**src/rtl/a53_burst_cipher.sv**
```systemverilog
// a53_burst_cipher: XORs a serial burst of BURST_LEN bits with keystream
// taken MSB first from one 128-bit full_kasumi output block.
//
// Ports:
//   clk, rst          clock and synchronous active-high reset
//   start             request a new burst (honoured only in IDLE)
//   ks_req            asking upstream for a keystream block
//   ks_valid, ks_data keystream block handshake from full_kasumi
//   din, din_valid    serial input bit and its valid
//   din_ready         input bit is accepted this cycle
//   dout, dout_valid  registered output bit (din ^ keystream) and its valid
//   dout_ready        consumer accepts dout
//   busy              block is in any state other than IDLE
//   done              one-cycle pulse after the final output bit is accepted
module a53_burst_cipher #(
  parameter int unsigned BURST_LEN = 114
) (
  input  logic         clk,
  input  logic         rst,
  input  logic         start,
  output logic         ks_req,
  input  logic         ks_valid,
  input  logic [127:0] ks_data,
  input  logic         din,
  input  logic         din_valid,
  output logic         din_ready,
  output logic         dout,
  output logic         dout_valid,
  input  logic         dout_ready,
  output logic         busy,
  output logic         done
);

  localparam int unsigned KS_W  = 128;
  localparam int unsigned CNT_W = 7;
  // Compared before the increment so BURST_LEN=128 works with a 7-bit counter.
  localparam logic [CNT_W-1:0] LAST_CNT = CNT_W'(BURST_LEN - 1);

  typedef enum logic [1:0] {
    IDLE    = 2'd0,
    WAIT_KS = 2'd1,
    RUN     = 2'd2,
    DRAIN   = 2'd3
  } state_t;

  state_t           state;
  state_t           state_nxt;
  logic [CNT_W-1:0] cnt;
  logic [KS_W-1:0]  ks_sh;
  logic             xfer;
  logic             accept;
  logic             last_xfer;

  assign xfer      = din_valid & din_ready;
  assign accept    = dout_valid & dout_ready;
  assign last_xfer = xfer & (cnt == LAST_CNT);

  // State register
  always_ff @(posedge clk) begin
    if (rst) state <= IDLE;
    else     state <= state_nxt;
  end

  // Next-state logic
  always_comb begin
    state_nxt = state;
    case (state)
      IDLE:    if (start)     state_nxt = WAIT_KS;
      WAIT_KS: if (ks_valid)  state_nxt = RUN;
      RUN:     if (last_xfer) state_nxt = DRAIN;
      DRAIN:   if (accept)    state_nxt = IDLE;
      default:                state_nxt = IDLE;
    endcase
  end

  // State-decoded outputs; din_ready follows dout_ready so a full pipe keeps 1 bit/cycle
  always_comb begin
    ks_req    = 1'b0;
    din_ready = 1'b0;
    busy      = 1'b1;
    case (state)
      IDLE:    busy      = 1'b0;
      WAIT_KS: ks_req    = 1'b1;
      RUN:     din_ready = ~dout_valid | dout_ready;
      default: ;
    endcase
  end

  // Datapath: counter, keystream shifter, output register, done pulse
  always_ff @(posedge clk) begin
    if (rst) begin
      cnt        <= '0;
      ks_sh      <= '0;
      dout       <= 1'b0;
      dout_valid <= 1'b0;
      done       <= 1'b0;
    end else begin
      done <= (state == DRAIN) & accept;
      if ((state == IDLE) && start) cnt <= '0;
      if ((state == WAIT_KS) && ks_valid) ks_sh <= ks_data;
      if (xfer) begin
        dout       <= din ^ ks_sh[KS_W-1];
        dout_valid <= 1'b1;
        ks_sh      <= {ks_sh[KS_W-2:0], 1'b0};
        cnt        <= cnt + CNT_W'(1);
      end else if (accept) begin
        dout_valid <= 1'b0;
      end
    end
  end

endmodule

```
**config.mk**
```make
export PLATFORM = sky130hd
export DESIGN_NAME = a53_burst_cipher
export DESIGN_NICKNAME = d
export VERILOG_FILES = /design/src/rtl/a53_burst_cipher.sv
export SDC_FILE = /design/constraint.sdc
export NUM_CORES = 1
export LEC_CHECK = 0
export CAP_MARGIN = 20
export CORE_ASPECT_RATIO = 0.9
export CORE_MARGIN = 4
export CORE_UTILIZATION = 46
export DETAILED_ROUTE_END_ITERATION = 8
export PLACE_DENSITY = 0.77
export SLEW_MARGIN = 20
export SYNTH_ARGS = -nofsm -noshare
export SYNTH_HDL_FRONTEND = slang
export SYNTH_SLANG_ARGS = --single-unit
```
**constraint.sdc**
```tcl
create_clock -name clk -period 1.7 [get_ports clk]
set_input_delay 0.34 -clock clk [delete_from_list [all_inputs] [get_ports clk]]
set_output_delay 0.34 -clock clk [all_outputs]
set_load 0.01 [all_outputs]
```
==> flow_summary_export.csv, run 1 <==
group,metric,value,unit
run_status,status,"complete, but fails checks",
run_status,violations,"negative setup slack",
clock_network,clkTransAtPathRegs,0.06,ns
grt,globalRoute.totalOverflow,0,
worst_setup_path,worstPathCellList,"buf_6 -> ha_4 -> buf_6 -> nor2b_4 -> a211o_1 -> or3b_1 -> a21oi_1",
yosys,synth_nets,944,
placement,gp_congestion,0.800,
sta,whs,0.317,ns
yosys,synthDistinctLibCells,32,
worst_setup_path,critPathLaunchType,"flop",
yosys,synth_area_leaders,"dfxtp_1, a311oi_1, nand3_1, nand2_1, nor2_1",
placement,dp_hpwl,10.7,mm
layout,fin_cells,1103,
routing,wire_per_inst,15.5,um
layout,fillCellCount,1055,
layout,drive_gt1_share,12.4,%
worst_setup_path,cp.required,2.04,ns
min_path,hp-class,"primary input to flop",
worst_setup_path,crit_arrival,2.06,ns
sta,tightest_slew,0.378,ns
sta,finClkSkew,0.00970,ns
sta,rsz0062_at_grt,"true",
pwr,power,12.2,mW
grt,grt_start_max_net_pins,63,
sta,fmax,0.582,GHz
worst_setup_path,r2r_setup_slack,-0.02,ns
floorplanning,initial_utilization,47.1,%
pwr,pwr_density_cell,1360,nW/um2
clock_network,cts_root_buf,"clkbuf_16",
worst_setup_path,critPathKind,"flop to flop",
worst_setup_path,end_kind,"flop",
worst_setup_path,r2r_cells,7,
worst_setup_path,crit_fanout,3,
floorplanning,rows,40,
pwr,netSwitchingPower,3.96,mW
sta,maxSlewViolCount,0,
worst_setup_path,cpMostUsedCell,"buf_6",
clock_network,cts_buffer_depth,2,
yosys,synth_seq_cells,140,
pwr,switching_share,32.4,%
routing,drt_iter0_drc,549,
clock_network,holdBufCountCts,0,
min_path,hold-path-endpoint,"cnt[0]",
floorplanning,dieArea,15600,um2
clock_network,clock_latency,0.41,ns
layout,final_cell_area,8990,um2
grt,antenna_found_initial,1,
pwr,p_comb_share,33.8,%
routing,vias_per_cell,5.72,
floorplanning,ios,141,
yosys,synth_area,6290,um2
sta,max_slew_margin,74.8,%
yosys,synth_top_area_share,44.5,%
grt,track_usage,20.9,%
placement,placed_cell_area,8140,um2
routing,vias,6310,
layout,fin_nets,1064,
worst_setup_path,r2r-end,"state[1]",
pwr,pwr-share-clk,28.4,%
sta,finalCriticalPeriod,1.72,ns
worst_setup_path,max_stage_delay,0.38,ns
pwr,p_seq_share,37.9,%
placement,dpl.cell_count,1065,
worst_setup_path,r2r-start,"state[0]",
yosys,yosys.area.top_type,"dfxtp_1",
floorplanning,die_w,131,um
clock_network,clock-sinks,140,
grt,grt_pass1_wl,27.5,mm
run,cap_violations,0,
yosys,syn_area_per_cell,7.84,um2
clock_network,cts_buffers,17,
grt,first_global_vias,5598,
pwr,vdd_drop_max,718,uV
yosys,ys_seq_area_share,44.5,%
sta,setup_ws,-0.0193,ns
yosys,yosysWarnings,0,
sta,period_share,101,%
sta,hold_viol_final,0,
layout,diodes,0,
routing,drc,0,
routing,routed_wl,17.1,mm
clock_network,cts_tree,"built",
routing,ant_nets,0,
floorplanning,core,13400,um2
min_path,hold_depth,2,
pwr,power.internal,8.26,mW
yosys,synth_cells,803,
clock_network,htree_num_levels,4,
min_path,hp-start,"rst",
pwr,leakage,3.36,nW
worst_setup_path,slowest_stage,"or3b_1",
floorplanning,die_y,119,um
sta,setup_viol,1,
routing,firstDrtPassIters,5,
layout,synthToLayoutAreaGrowth,42.9,%
placement,portBuffers,140,
[repair_timing]
| action | in CTS | in global routing |
|---|---|---|
| resized for setup | 16 | 37 |
| endpoints found under the setup margin | 6 | 10 |
| pin swaps | 2 | 49 |
| gates cloned | 0 | 2 |
| buffers inserted | 2 | 3 |
| endpoints found under the hold margin | 0 | 0 |
[cells by family (layout without fill, tap and decap cells)]
group	after synthesis	in the layout	share of synthesized area, %
muxes	1	1	0.159
and+or+nand+nor	412	412	28.0
AOI/OAI and AO/OA	150	150	20.1
xor gates and xnor gates	1	1	0.139
adders and majority gates	6	6	1.19
buffers and inverters	93	225	5.87
DFF	140	140	44.5
[synth_stat cells]
library cell,number
nor4_1,1
nand2b_1,1
o21a_1,1
and3_1,2
o21ai_0,5
nand3b_1,2
nand3_1,130
nor2b_1,2
xnor2_1,1
dfxtp_1,140
nor2_1,131
nor3b_1,1
a21oi_1,7
nand4bb_1,1
and4b_1,1
clkbuf_1,67
inv_1,5
ha_1,6
mux2i_1,1
or3b_1,1
a211o_1,1
a211oi_1,2
a21boi_0,1
buf_1,5
a31oi_1,1
o41a_1,1
a311oi_1,129
nor3_1,5
nand2_1,133
a41oi_1,2
buf_2,16
and2_1,1
[layout make-up]
cell class / count / area [um2] / share of cell area [%]
inverters: 5 / 18.8 / 0.209
clock inverters: 7 / 63.8 / 0.710
well taps: 168 / 210 / 2.34
flip-flops and latches: 140 / 2810 / 31.2
repair buffers: 189 / 2070 / 23.0
clock buffers: 24 / 492 / 5.47
multi-input cells: 570 / 3330 / 37.0
[power groups by stage]
stage	sequential, mW	combinational, mW	clock, mW
6_report	4.63	4.13	3.47
5_1_grt	4.72	4.58	3.68
4_1_cts	4.61	3.75	3.52
3_5_place_dp	4.64	3.68	0
3_3_place_gp	4.64	3.60	0
2_1_floorplan	4.56	2.35	0
[layer usage]
metal | vias up | track usage [%] | part of all wire (%)
li1 | 3155 | - | -
met1 | 2936 | 30.3 | 47
met2 | 202 | 30.2 | 45
met3 | 15 | 6.46 | 7.1
met4 | 2 | 5.31 | 0.83
met5 | - | 0 | 0.047
[flip-flops by register name, indices dropped and copies added (netlist names)]
register    count
ks_sh         128
cnt             7
state           2
done            1
dout            1
dout_valid      1
[worst max-delay path: cells and delay by family, from the launching register on]
kind / cells / cell delay, ns
simple gates: 2 / 0.50
compound gates: 2 / 0.44
fa+ha+maj: 1 / 0.16
flops: 1 / 0.33
buf+inv: 2 / 0.23
[how the worst max path moves through the flow]
stage	start	slack, ns	cells past startpoint	endpoint
6_report	state[0]	-0.02	7	state[1]
3_5_place_dp	dout_ready	-0.31	8	ks_sh[14]
4_1_cts	state[0]	-0.02	4	din_ready
2_1_floorplan	state[1]	0.008	7	ks_sh[68]
3_3_place_gp	dout_ready	-0.31	4	din_ready
5_1_grt	state[1]	-0.12	7	ks_sh[29]
[cell usage in the layout, fill, tap and decap left out, types with 6 or more instances in the layout]
cell               n
dfxtp_1          137
a311oi_1         109
nand3_1          129
clkbuf_16         19
a311oi_2          20
buf_12            19
buf_4             24
nand2_1          130
clkdlybuf4s50_1  133
a21oi_1            7
nor2_1           130
buf_6              6
[metrics by stage]
| step | TNS (ns) | util (%) | setup WS, ns |
|---|---|---|---|
| floorplan | 0 | - | 0.00791 |
| global placement | -25.80 | 60.9 | -0.307 |
| detailed placement | -31.08 | 60.9 | -0.313 |
| CTS | -0.0223 | 65.4 | -0.0151 |
| global route | -1.23 | 67.3 | -0.119 |
| finish | -0.0193 | 67.3 | -0.0193 |
Note: power is estimated with default switching activity, not from simulation.
==> run 2: changes to the inputs <==
--- a/config.mk
+++ b/config.mk
@@ -8,9 +8,11 @@
 export CAP_MARGIN = 20
 export CORE_ASPECT_RATIO = 0.9
 export CORE_MARGIN = 4
-export CORE_UTILIZATION = 46
+export CORE_UTILIZATION = 57
 export DETAILED_ROUTE_END_ITERATION = 8
-export PLACE_DENSITY = 0.77
+export DONT_BUFFER_PORTS = 1
+export PLACE_DENSITY = 0.75
+export SKIP_CTS_REPAIR_TIMING = 1
 export SLEW_MARGIN = 20
 export SYNTH_ARGS = -nofsm -noshare
 export SYNTH_HDL_FRONTEND = slang
==> run 2 against run 1 <==
  * The run now ends clean
  * Largest power group unchanged
  * Clock power is 18% higher
  * Register-to-register slack better by 0.04 ns
  * Clock skew hardly changed
==> flow_summary_export.csv, run 2 (synthesized netlist as in run 1, its figures left out) <==
group,metric,value,unit
run_status,status,"finished clean",
layout,fillCellCount,863,
layout,synthToLayoutAreaGrowth,17.4,%
worst_setup_path,r2r-start,"state[0]",
sta,whs,0.0317,ns
sta,finalSetupTns,0,ns
layout,fin_util,68.3,%
grt,globalRoute.totalOverflow,0,
sta,rsz0062_at_grt,"true",
routing,firstDrtPassIters,5,
run,cap_violations,0,
clock_network,cts_buffer_depth,2,
placement,portBuffers,0,
layout,fin_nets,906,
clock_network,cts_root_buf,"clkbuf_16",
floorplanning,initial_utilization,58.2,%
sta,max_slew_margin,73.9,%
pwr,leakage,2.72,nW
grt,met3_usage,7.41,%
floorplanning,ios,141,
sta,tightest_slew,0.390,ns
grt,grt_start_max_net_pins,141,
worst_setup_path,max_stage_delay,0.39,ns
layout,final_cell_area,7390,um2
layout,final_cell_mix,"dfxtp_1, nand2_1, nor2_1",
grt,grt_pass1_wl,24.9,mm
clock_network,clock_latency,0.41,ns
routing,ant_nets,0,
worst_setup_path,worstPathCellList,"buf_6 -> ha_4 -> nor2b_4 -> a211o_1 -> or3b_1 -> a21oi_1",
clock_network,cts_tree,"built",
layout,regMostFlops,"ks_sh",
worst_setup_path,critPathKind,"flop to flop",
placement,placed_cell_area,6370,um2
pwr,pwr_density_cell,1640,nW/um2
sta,period_share,98.8,%
floorplanning,rows,36,
worst_setup_path,r2r-end,"state[1]",
layout,final_common_cell,"dfxtp_1",
sta,maxSlewViolCount,0,
worst_setup_path,critPathLaunchType,"flop",
worst_setup_path,end_kind,"flop",
grt,antenna_found_initial,0,
worst_setup_path,slowest_stage,"or3b_1",
sta,setup_viol,0,
placement,gp_congestion,0.817,
grt,grt_util_met2,35.5,%
worst_setup_path,worstSetupEndpoint,"state[1]",
grt,busiest_layer,"met2",
grt,use_met1,32.8,%
worst_setup_path,crit_fanout,5,
sta,finClkSkew,0.0100,ns
floorplanning,core,10800,um2
routing,vias,5889,
floorplanning,die_y,108,um
layout,largestRegisters,"ks_sh x128, cnt x7, state x2",
routing,routed_wl,16.6,mm
floorplanning,die_w,119,um
grt,track_usage,23.5,%
pwr,vdd_drop_max,1520,uV
worst_setup_path,crit_start,"state[0]",
layout,largest_register_ffs,128,
sta,hold_viol_final,0,
sta,finalCriticalPeriod,1.68,ns
layout,drive_gt1_share,10.7,%
routing,vias_per_cell,6.46,
clock_network,htree_num_levels,4,
layout,diodes,0,
worst_setup_path,r2r_cells,6,
clock_network,cts_buffers,17,
clock_network,clock-sinks,140,
routing,wire_per_inst,18.2,um
worst_setup_path,r2r_setup_slack,0.02,ns
worst_setup_path,cp.required,2.04,ns
grt,first_global_vias,5118,
clock_network,clkTransAtPathRegs,0.06,ns
floorplanning,dieArea,12800,um2
sta,fmax,0.595,GHz
min_path,hp-class,"primary input to flop",
routing,drt_iter0_drc,674,
routing,drc,0,
worst_setup_path,crit_arrival,2.02,ns
placement,dp_hpwl,8.98,mm
[run 2: cell count changes in the layout (fill, tap and decap cells not counted), moves of 4 or more]
cell             previous run  this run
clkdlybuf4s50_1           133         0
buf_12                     19         5
buf_4                      24        11
a311oi_1                  109       121
a311oi_2                   20         8
clkinvlp_4                  0         5
buf_6                       6         2
bufinv_16                   1         5
clkbuf_16                  19        23
clkinv_2                    5         1
[run 2: how the worst min path moves through the flow]
stage,startpoint,endpoint,cells past startpoint
after floorplan,cnt[6],cnt[6],1
after global placement,rst,dout,1
after detailed placement,rst,dout_valid,1
after CTS,rst,state[1],1
after global routing,rst,ks_sh[82],1
final,rst,ks_sh[122],1
[run 2: metrics by stage]
stage,setup slack [ns],power (mW),cells
4_1_cts,-0.0771,11.7,897
5_1_grt,-0.0492,12.8,911
3_5_place_dp,-0.0709,7.60,865
3_3_place_gp,0.0619,7.42,865
2_1_floorplan,0.00791,6.91,803
6_report,0.0197,12.1,911
[run 2: area by class of cell]
cell class	instances	area [um2]	area share [%]
multi-input combinational	570	3230	43.8
sequential	140	2810	38.0
timing repair buffer	31	500	6.78
clock buffer	18	439	5.95
clock inverter	14	219	2.96
tap	133	166	2.25
inverter	5	18.8	0.254
[run 2: critical path, delay by kind of cell, from the launching register on]
kind / cells / cell delay (ns)
and+or+nand+nor: 2 / 0.53
AOI/OAI and AO/OA: 2 / 0.43
DFF: 1 / 0.34
adders and majority gates: 1 / 0.19
buffers and inverters: 1 / 0.12
[run 2: power breakdown]
group          internal, mW  switching (mW)
combinational          1.42            1.98
clock                  2.64            1.45
sequential             4.17           0.482
total                  8.23            3.91
[run 2: routing by layer]
layer	up-vias	wire length [um]
met5	-	0
met4	0	148
met3	16	1340
met2	217	7800
met1	2814	7320
li1	2842	-
==> run 3: changes to the inputs <==
--- a/config.mk
+++ b/config.mk
@@ -5,7 +5,7 @@
 export SDC_FILE = /design/constraint.sdc
 export NUM_CORES = 1
 export LEC_CHECK = 0
-export CAP_MARGIN = 20
+export CAP_MARGIN = 0
 export CORE_ASPECT_RATIO = 0.9
 export CORE_MARGIN = 4
 export CORE_UTILIZATION = 57
==> results of run 3 <==
No change in the layout: final DEF, timing and power equal those of run 2.
